`src/rtl/chan_sum_maxpool.sv`:
```
// ---------------------------------------------------------------------------
// chan_sum_maxpool
//
// Purpose
//   Channel-reduce, bias, saturate, optional ReLU and PxP max-pool stage of
//   the CNN pipeline. IN_CH signed channel samples of one pixel are summed
//   with a signed bias. The sum is saturated to OUT_BITS and optionally
//   clamped at zero. The pixel stream is then max-pooled over a raster-ordered
//   WIDTH x HEIGHT map with window edge and stride POOL.
//
// Ports
//   clk         rising-edge clock
//   rst_n       asynchronous active-low reset
//   frame_rst   synchronous restart of counters, window state and S1 valid
//   relu_en     1: negative sums become 0 (sampled with in_val)
//   in_val      data_in/bias carry one pixel this cycle
//   data_in     IN_CH signed samples, channel c at [c*IN_BITS +: IN_BITS]
//   bias        signed bias, sampled with every in_val
//   data_out    signed pooled result (held between pulses)
//   out_val     one-cycle pulse, data_out valid
//   frame_done  pulses together with the last pooled output of a frame
//
// Pipeline
//   S1 registers the saturated/ReLU'd pixel value. S2 advances the raster
//   counters, tracks the horizontal running max and the per-window vertical
//   max in a small row buffer, and registers the pooled output. out_val
//   therefore rises two cycles after the in_val of a window's last pixel.
// ---------------------------------------------------------------------------
module chan_sum_maxpool #(
  parameter int WIDTH     = 8,
  parameter int HEIGHT    = 8,
  parameter int IN_CH     = 3,
  parameter int IN_BITS   = 18,
  parameter int BIAS_BITS = 8,
  parameter int OUT_BITS  = 20,
  parameter int POOL      = 2
) (
  input  logic                     clk,
  input  logic                     rst_n,
  input  logic                     frame_rst,
  input  logic                     relu_en,
  input  logic                     in_val,
  input  logic [IN_CH*IN_BITS-1:0] data_in,
  input  logic [BIAS_BITS-1:0]     bias,
  output logic [OUT_BITS-1:0]      data_out,
  output logic                     out_val,
  output logic                     frame_done
);

  // -------------------------------------------------------------------------
  // Derived sizes
  // -------------------------------------------------------------------------
  localparam int MAX_IN_W = (IN_BITS > BIAS_BITS) ? IN_BITS : BIAS_BITS;
  localparam int SUM_W    = MAX_IN_W + $clog2(IN_CH + 1) + 1;

  localparam int PW  = WIDTH / POOL;   // pooled columns
  localparam int PH  = HEIGHT / POOL;  // pooled rows
  localparam int CW  = (WIDTH  > 1) ? $clog2(WIDTH)  : 1;
  localparam int RW  = (HEIGHT > 1) ? $clog2(HEIGHT) : 1;
  localparam int PCW = (POOL   > 1) ? $clog2(POOL)   : 1;
  localparam int AW  = (PW     > 1) ? $clog2(PW)     : 1;

  localparam logic [CW-1:0]  COL_LAST = CW'(WIDTH - 1);
  localparam logic [RW-1:0]  ROW_LAST = RW'(HEIGHT - 1);
  // Last column/row that still belongs to a complete pooling window.
  localparam logic [CW-1:0]  COL_LIM  = CW'(PW * POOL - 1);
  localparam logic [RW-1:0]  ROW_LIM  = RW'(PH * POOL - 1);
  localparam logic [PCW-1:0] P_LAST   = PCW'(POOL - 1);
  localparam logic [CW-1:0]  POOL_C   = CW'(POOL);

  function automatic logic signed [OUT_BITS-1:0] smax(
    input logic signed [OUT_BITS-1:0] a,
    input logic signed [OUT_BITS-1:0] b
  );
    return (a > b) ? a : b;
  endfunction

  // -------------------------------------------------------------------------
  // S1: channel sum + bias, saturation, ReLU
  // -------------------------------------------------------------------------
  logic signed [SUM_W-1:0]    ch_ext [IN_CH];
  logic signed [SUM_W-1:0]    bias_ext;
  logic signed [SUM_W-1:0]    sum;
  logic signed [OUT_BITS-1:0] sat;
  logic signed [OUT_BITS-1:0] v_d;
  logic signed [OUT_BITS-1:0] v_q;
  logic                       s1_val_d;
  logic                       s1_val_q;

  genvar gi;
  generate
    for (gi = 0; gi < IN_CH; gi++) begin : g_ch
      logic [IN_BITS-1:0] raw;
      assign raw        = data_in[gi*IN_BITS +: IN_BITS];
      assign ch_ext[gi] = {{(SUM_W-IN_BITS){raw[IN_BITS-1]}}, raw};
    end
  endgenerate

  assign bias_ext = {{(SUM_W-BIAS_BITS){bias[BIAS_BITS-1]}}, bias};

  always_comb begin
    sum = bias_ext;
    for (int c = 0; c < IN_CH; c++) begin
      sum = sum + ch_ext[c];
    end
  end

  generate
    if (SUM_W > OUT_BITS) begin : g_sat
      localparam logic signed [SUM_W-1:0] S_MAX =
        {{(SUM_W-OUT_BITS+1){1'b0}}, {(OUT_BITS-1){1'b1}}};
      localparam logic signed [SUM_W-1:0] S_MIN =
        {{(SUM_W-OUT_BITS+1){1'b1}}, {(OUT_BITS-1){1'b0}}};
      always_comb begin
        if (sum > S_MAX) begin
          sat = {1'b0, {(OUT_BITS-1){1'b1}}};
        end else if (sum < S_MIN) begin
          sat = {1'b1, {(OUT_BITS-1){1'b0}}};
        end else begin
          sat = sum[OUT_BITS-1:0];
        end
      end
    end else if (SUM_W == OUT_BITS) begin : g_same
      // Sum can never exceed the output range.
      assign sat = sum;
    end else begin : g_ext
      assign sat = {{(OUT_BITS-SUM_W){sum[SUM_W-1]}}, sum};
    end
  endgenerate

  assign v_d      = (relu_en && sat[OUT_BITS-1]) ? '0 : sat;
  // A pixel arriving together with frame_rst belongs to no frame.
  assign s1_val_d = in_val && !frame_rst;

  always_ff @(posedge clk or negedge rst_n) begin
    if (!rst_n) begin
      s1_val_q <= 1'b0;
      v_q      <= '0;
    end else begin
      s1_val_q <= s1_val_d;
      if (s1_val_d) begin
        v_q <= v_d;
      end
    end
  end

  // -------------------------------------------------------------------------
  // S2: raster counters and max-pool
  // -------------------------------------------------------------------------
  logic [CW-1:0]  col_q, col_d;
  logic [RW-1:0]  row_q, row_d;
  logic [PCW-1:0] px_q, px_d;
  logic [PCW-1:0] py_q, py_d;

  logic signed [OUT_BITS-1:0] hmax_q, hmax_d;
  logic signed [OUT_BITS-1:0] data_out_q, data_out_d;
  logic                       out_val_q, out_val_d;
  logic                       frame_done_q, frame_done_d;

  // Row buffer holds, per pooled column, the max of the window rows seen so
  // far. It is only a few words wide, so it is read combinationally.
  logic signed [OUT_BITS-1:0] rbuf [PW];
  logic [AW-1:0]              rd_addr;
  logic signed [OUT_BITS-1:0] rbuf_rd;

  logic                       adv;
  logic                       in_win;
  logic                       col_wrap;
  logic                       row_wrap;
  logic                       win_col_end;
  logic                       wr_en;
  logic                       emit;
  logic signed [OUT_BITS-1:0] hcur;     // max over the current window row so far
  logic signed [OUT_BITS-1:0] win_val;  // max over the current window so far

  assign rd_addr = AW'(col_q / POOL_C);
  assign rbuf_rd = rbuf[rd_addr];

  always_comb begin
    adv         = s1_val_q && !frame_rst;
    in_win      = (col_q <= COL_LIM) && (row_q <= ROW_LIM);
    col_wrap    = (col_q == COL_LAST);
    row_wrap    = (row_q == ROW_LAST);

    // At px==0 a new horizontal window starts, so any stale hmax is ignored.
    hcur        = (px_q == '0) ? v_q : smax(hmax_q, v_q);
    win_val     = (py_q == '0) ? hcur : smax(rbuf_rd, hcur);
    win_col_end = (px_q == P_LAST) && in_win;

    // The bottom row of a window only emits; the buffer entry is then dead.
    wr_en       = adv && win_col_end && (py_q != P_LAST);
    emit        = adv && win_col_end && (py_q == P_LAST);

    col_d       = col_q;
    row_d       = row_q;
    px_d        = px_q;
    py_d        = py_q;
    hmax_d      = hmax_q;

    if (frame_rst) begin
      col_d  = '0;
      row_d  = '0;
      px_d   = '0;
      py_d   = '0;
      hmax_d = '0;
    end else if (adv) begin
      hmax_d = hcur;
      col_d  = col_wrap ? '0 : col_q + 1'b1;
      px_d   = (col_wrap || (px_q == P_LAST)) ? '0 : px_q + 1'b1;
      if (col_wrap) begin
        row_d = row_wrap ? '0 : row_q + 1'b1;
        py_d  = (row_wrap || (py_q == P_LAST)) ? '0 : py_q + 1'b1;
      end
    end

    out_val_d    = emit;
    frame_done_d = emit && (col_q == COL_LIM) && (row_q == ROW_LIM);
    data_out_d   = emit ? win_val : data_out_q;
  end

  always_ff @(posedge clk or negedge rst_n) begin
    if (!rst_n) begin
      col_q        <= '0;
      row_q        <= '0;
      px_q         <= '0;
      py_q         <= '0;
      hmax_q       <= '0;
      data_out_q   <= '0;
      out_val_q    <= 1'b0;
      frame_done_q <= 1'b0;
    end else begin
      col_q        <= col_d;
      row_q        <= row_d;
      px_q         <= px_d;
      py_q         <= py_d;
      hmax_q       <= hmax_d;
      data_out_q   <= data_out_d;
      out_val_q    <= out_val_d;
      frame_done_q <= frame_done_d;
    end
  end

  // Buffer contents need no reset: every entry is written at the top row of
  // a window before it is read.
  always_ff @(posedge clk) begin
    if (wr_en) begin
      rbuf[rd_addr] <= win_val;
    end
  end

  assign data_out   = data_out_q;
  assign out_val    = out_val_q;
  assign frame_done = frame_done_q;

endmodule

```
`config.mk`:
```
export PLATFORM = sky130hd
export DESIGN_NAME = chan_sum_maxpool
export DESIGN_NICKNAME = d
export VERILOG_FILES = /design/src/rtl/chan_sum_maxpool.sv
export SDC_FILE = /design/constraint.sdc
export NUM_CORES = 1
export LEC_CHECK = 0
export CAP_MARGIN = 20
export CORE_MARGIN = 2
export CORE_UTILIZATION = 40
export DETAILED_ROUTE_END_ITERATION = 10
export PLACE_DENSITY = 0.62
export SYNTH_ARGS = -nofsm -noshare
export SYNTH_HDL_FRONTEND = slang
export SYNTH_SLANG_ARGS = --single-unit
```
`constraint.sdc`:
```
create_clock -name clk -period 5.2 [get_ports clk]
set_input_delay 0.78 -clock clk [delete_from_list [all_inputs] [get_ports clk]]
set_output_delay 0.78 -clock clk [all_outputs]
set_load 0.005 [all_outputs]
```
==> results_dict.tcl, run 1 <==
set metrics [dict create \
    syn_avg_cell_area_um2 10.8 \
    cts_sinks 151 \
    htreeDepth 4 \
    tightest_slew_ns 1.00 \
    crit_path_end_kind "flip-flop" \
    final_area_um2 11900 \
    relSlewSlack 0.332 \
    hpwl_um 16100 \
    drv_cap 0 \
    ys_seq_elements 151 \
    cts_tree "built" \
    clk_pin_slew_ns 0.07 \
    syn_nets 1040 \
    track_usage 0.186 \
    grt_pass1_wl_um 35600 \
    drv_slew 0 \
    drt-initial-drc-count 305 \
    start_kind "flip-flop" \
    synth_area_um2 9430 \
    crit_path_max_fanout 24 \
    p_leak_nw 5.12 \
    die_w_um 158 \
    final_cell_mix "inv_1, clkdlybuf4s50_1, edfxtp_1" \
    drive_gt1_frac 0.169 \
    start_util 0.404 \
    dp_cells 1307 \
    utilization 0.510 \
    ant_nets 0 \
    cts_resized 0 \
    die_h_um 158 \
    ios 89 \
    final_common_cell "inv_1" \
    clock-root-buffer "clkbuf_16" \
    vias 6868 \
    finalPower_mw 4.85 \
    synth_edf_count 80 \
    syn_to_final_growth_pct 26.3 \
    drc 0 \
    grt_max_degree 49 \
    syn_inst 875 \
    grt_pass1_vias 7023 \
    finalSetupViolations 0 \
    finalNonFillerCells 1339 \
    synthArstFlopShare 0.470 \
    ir_worst_vdd_mv 0.180 \
    fill_cells 2091 \
    fmax_mhz 200 \
    coreArea_um2 23300 \
    clock_path_buffers 2 \
    crit_type "flip-flop to flip-flop" \
    wl_per_cell_um 16.1 \
    hold_class "flip-flop to flip-flop" \
    crit_required_ns 5.36 \
    clk_latency_ns 0.43 \
    yosysUniqueCellTypes 66 \
    post-route-min-period_ns 5.00 \
    die-area_um2 24800 \
    fin_ws_ns 0.199 \
    arrival_ns 5.16 \
    via_per_inst 5.13 \
    fin_crit_sh 0.962 \
    ys.flop_type "edfxtp_1" \
    portBuffers 88 \
    final_nets 1172 \
    whs_ns 0.482 \
    post-place-ws_ns -0.324 \
    cts_setup_buffers 0 \
    firstDrtPassIters 4 \
    placementRows 56 \
    antenna_found_initial 0 \
    hold_viol_final 0 \
    yosys_warnings 0 \
    status "finished, final reports clean" \
    synth_seq_area_share 0.443 \
    power.density_nw_per_um2 408 \
    grt-ovfl-total 0 \
    n_antenna_cell 0 \
    final.setup_skew_ns 0.00670 \
    wirelength_um 21600 \
    placed_area_um2 11100 \
    gp_congestion 0.811 \
    tns_ns 0 \
    postCtsHoldBufs 0 \
    numCtsBuffers 17 \
]
## worst max-delay path: stages, from the launching register on
cell and delay (ns):
dfrtp_1 0.36, inv_1 0.08, ha_1 0.33, a21oi_1 0.18, o21ai_2 0.11, a221o_1 0.39
a2111o_1 0.48, mux2i_4 0.23, buf_12 0.19, nor2_1 0.05, a21oi_1 0.18, ha_1 0.28
a21o_1 0.18, a21o_1 0.17, a21oi_1 0.23, o21ai_0 0.16, a41oi_2 0.35, a21o_2 0.28
nand2_1 0.09, buf_4 0.17, o21a_1 0.22
## report_power, final
part / internal, mW / switching, mW / leakage, nW
clock network: 0.817 / 0.527 / 0.309
logic: 0.883 / 1.09 / 3.17
registers: 1.46 / 0.0674 / 1.65
## area by class of cell
class	instances	area (um2)	share of cell area
well taps	319	399	0.0335
flip-flops and latches	151	4180	0.351
clock inverters	15	215	0.0181
multi-input cells	552	4790	0.403
inverters	135	507	0.0426
repair buffers	150	1380	0.116
clock buffers	17	425	0.0357
## cell usage after synthesis, drive strengths merged, types with 14 or more instances
| library cell | count | share of area |
|---|---|---|
| a211oi | 23 | 0.019 |
| a21boi | 16 | 0.013 |
| a21oi | 51 | 0.027 |
| a221o | 14 | 0.015 |
| clkbuf | 28 | 0.011 |
| dfrtp | 71 | 0.19 |
| edfxtp | 80 | 0.25 |
| fa | 37 | 0.079 |
| ha | 61 | 0.081 |
| inv | 135 | 0.054 |
| mux4 | 18 | 0.043 |
| nand2 | 38 | 0.015 |
| nor2 | 84 | 0.033 |
| nor3 | 26 | 0.014 |
| o21ai | 18 | 0.0096 |
| o31ai | 18 | 0.014 |
## routing by layer
metal  up-vias  GRT usage  share of wire
li1       3366          -              -
met1      3373      0.240           0.45
met2       105      0.323           0.50
met3        24     0.0317          0.032
met4         0     0.0476          0.013
met5         -          0              0
## kinds of logic after synthesis
| kind of cell | after synthesis | synth area share |
|---|---|---|
| simple gates | 208 | 0.105 |
| compound gates | 198 | 0.146 |
| buf+inv | 172 | 0.0701 |
| flops | 151 | 0.443 |
| fa+ha+maj | 98 | 0.160 |
| mux | 36 | 0.0649 |
| xor+xnor | 12 | 0.0111 |
## final timing paths
check | from | endpoint | slack, ns | cells after the start
worst max-delay path | v_q[7] | rbuf[3][7] | 0.20 | 20
worst min-delay path | data_out[16] | data_out[16] | 0.48 | 2
worst max register to register | v_q[7] | rbuf[3][7] | 0.20 | 20
worst min register to register | data_out[16] | data_out[16] | 0.48 | 2
max in group asynchronous | rst_n | data_out[6] | 3.68 | 2
min in group asynchronous | rst_n | row_q[1] | 0.49 | 1
## registers in the layout, indices dropped and copies added (netlist names)
name and flops:
v_q 20, rbuf 80, data_out 20, hmax_q 20
frame_done 1, col_q 3, s1_val_q 1, px_q 1
out_val 1, row_q 3, py_q 1
No activity file was read; power rests on OpenSTA's default activity.
==> run 2: changes to the inputs <==
ABC_CLOCK_PERIOD_IN_PS = 5200   (was not set)
==> results of run 2 <==
Same layout as run 1: the final DEF is identical, and so are final timing and power.
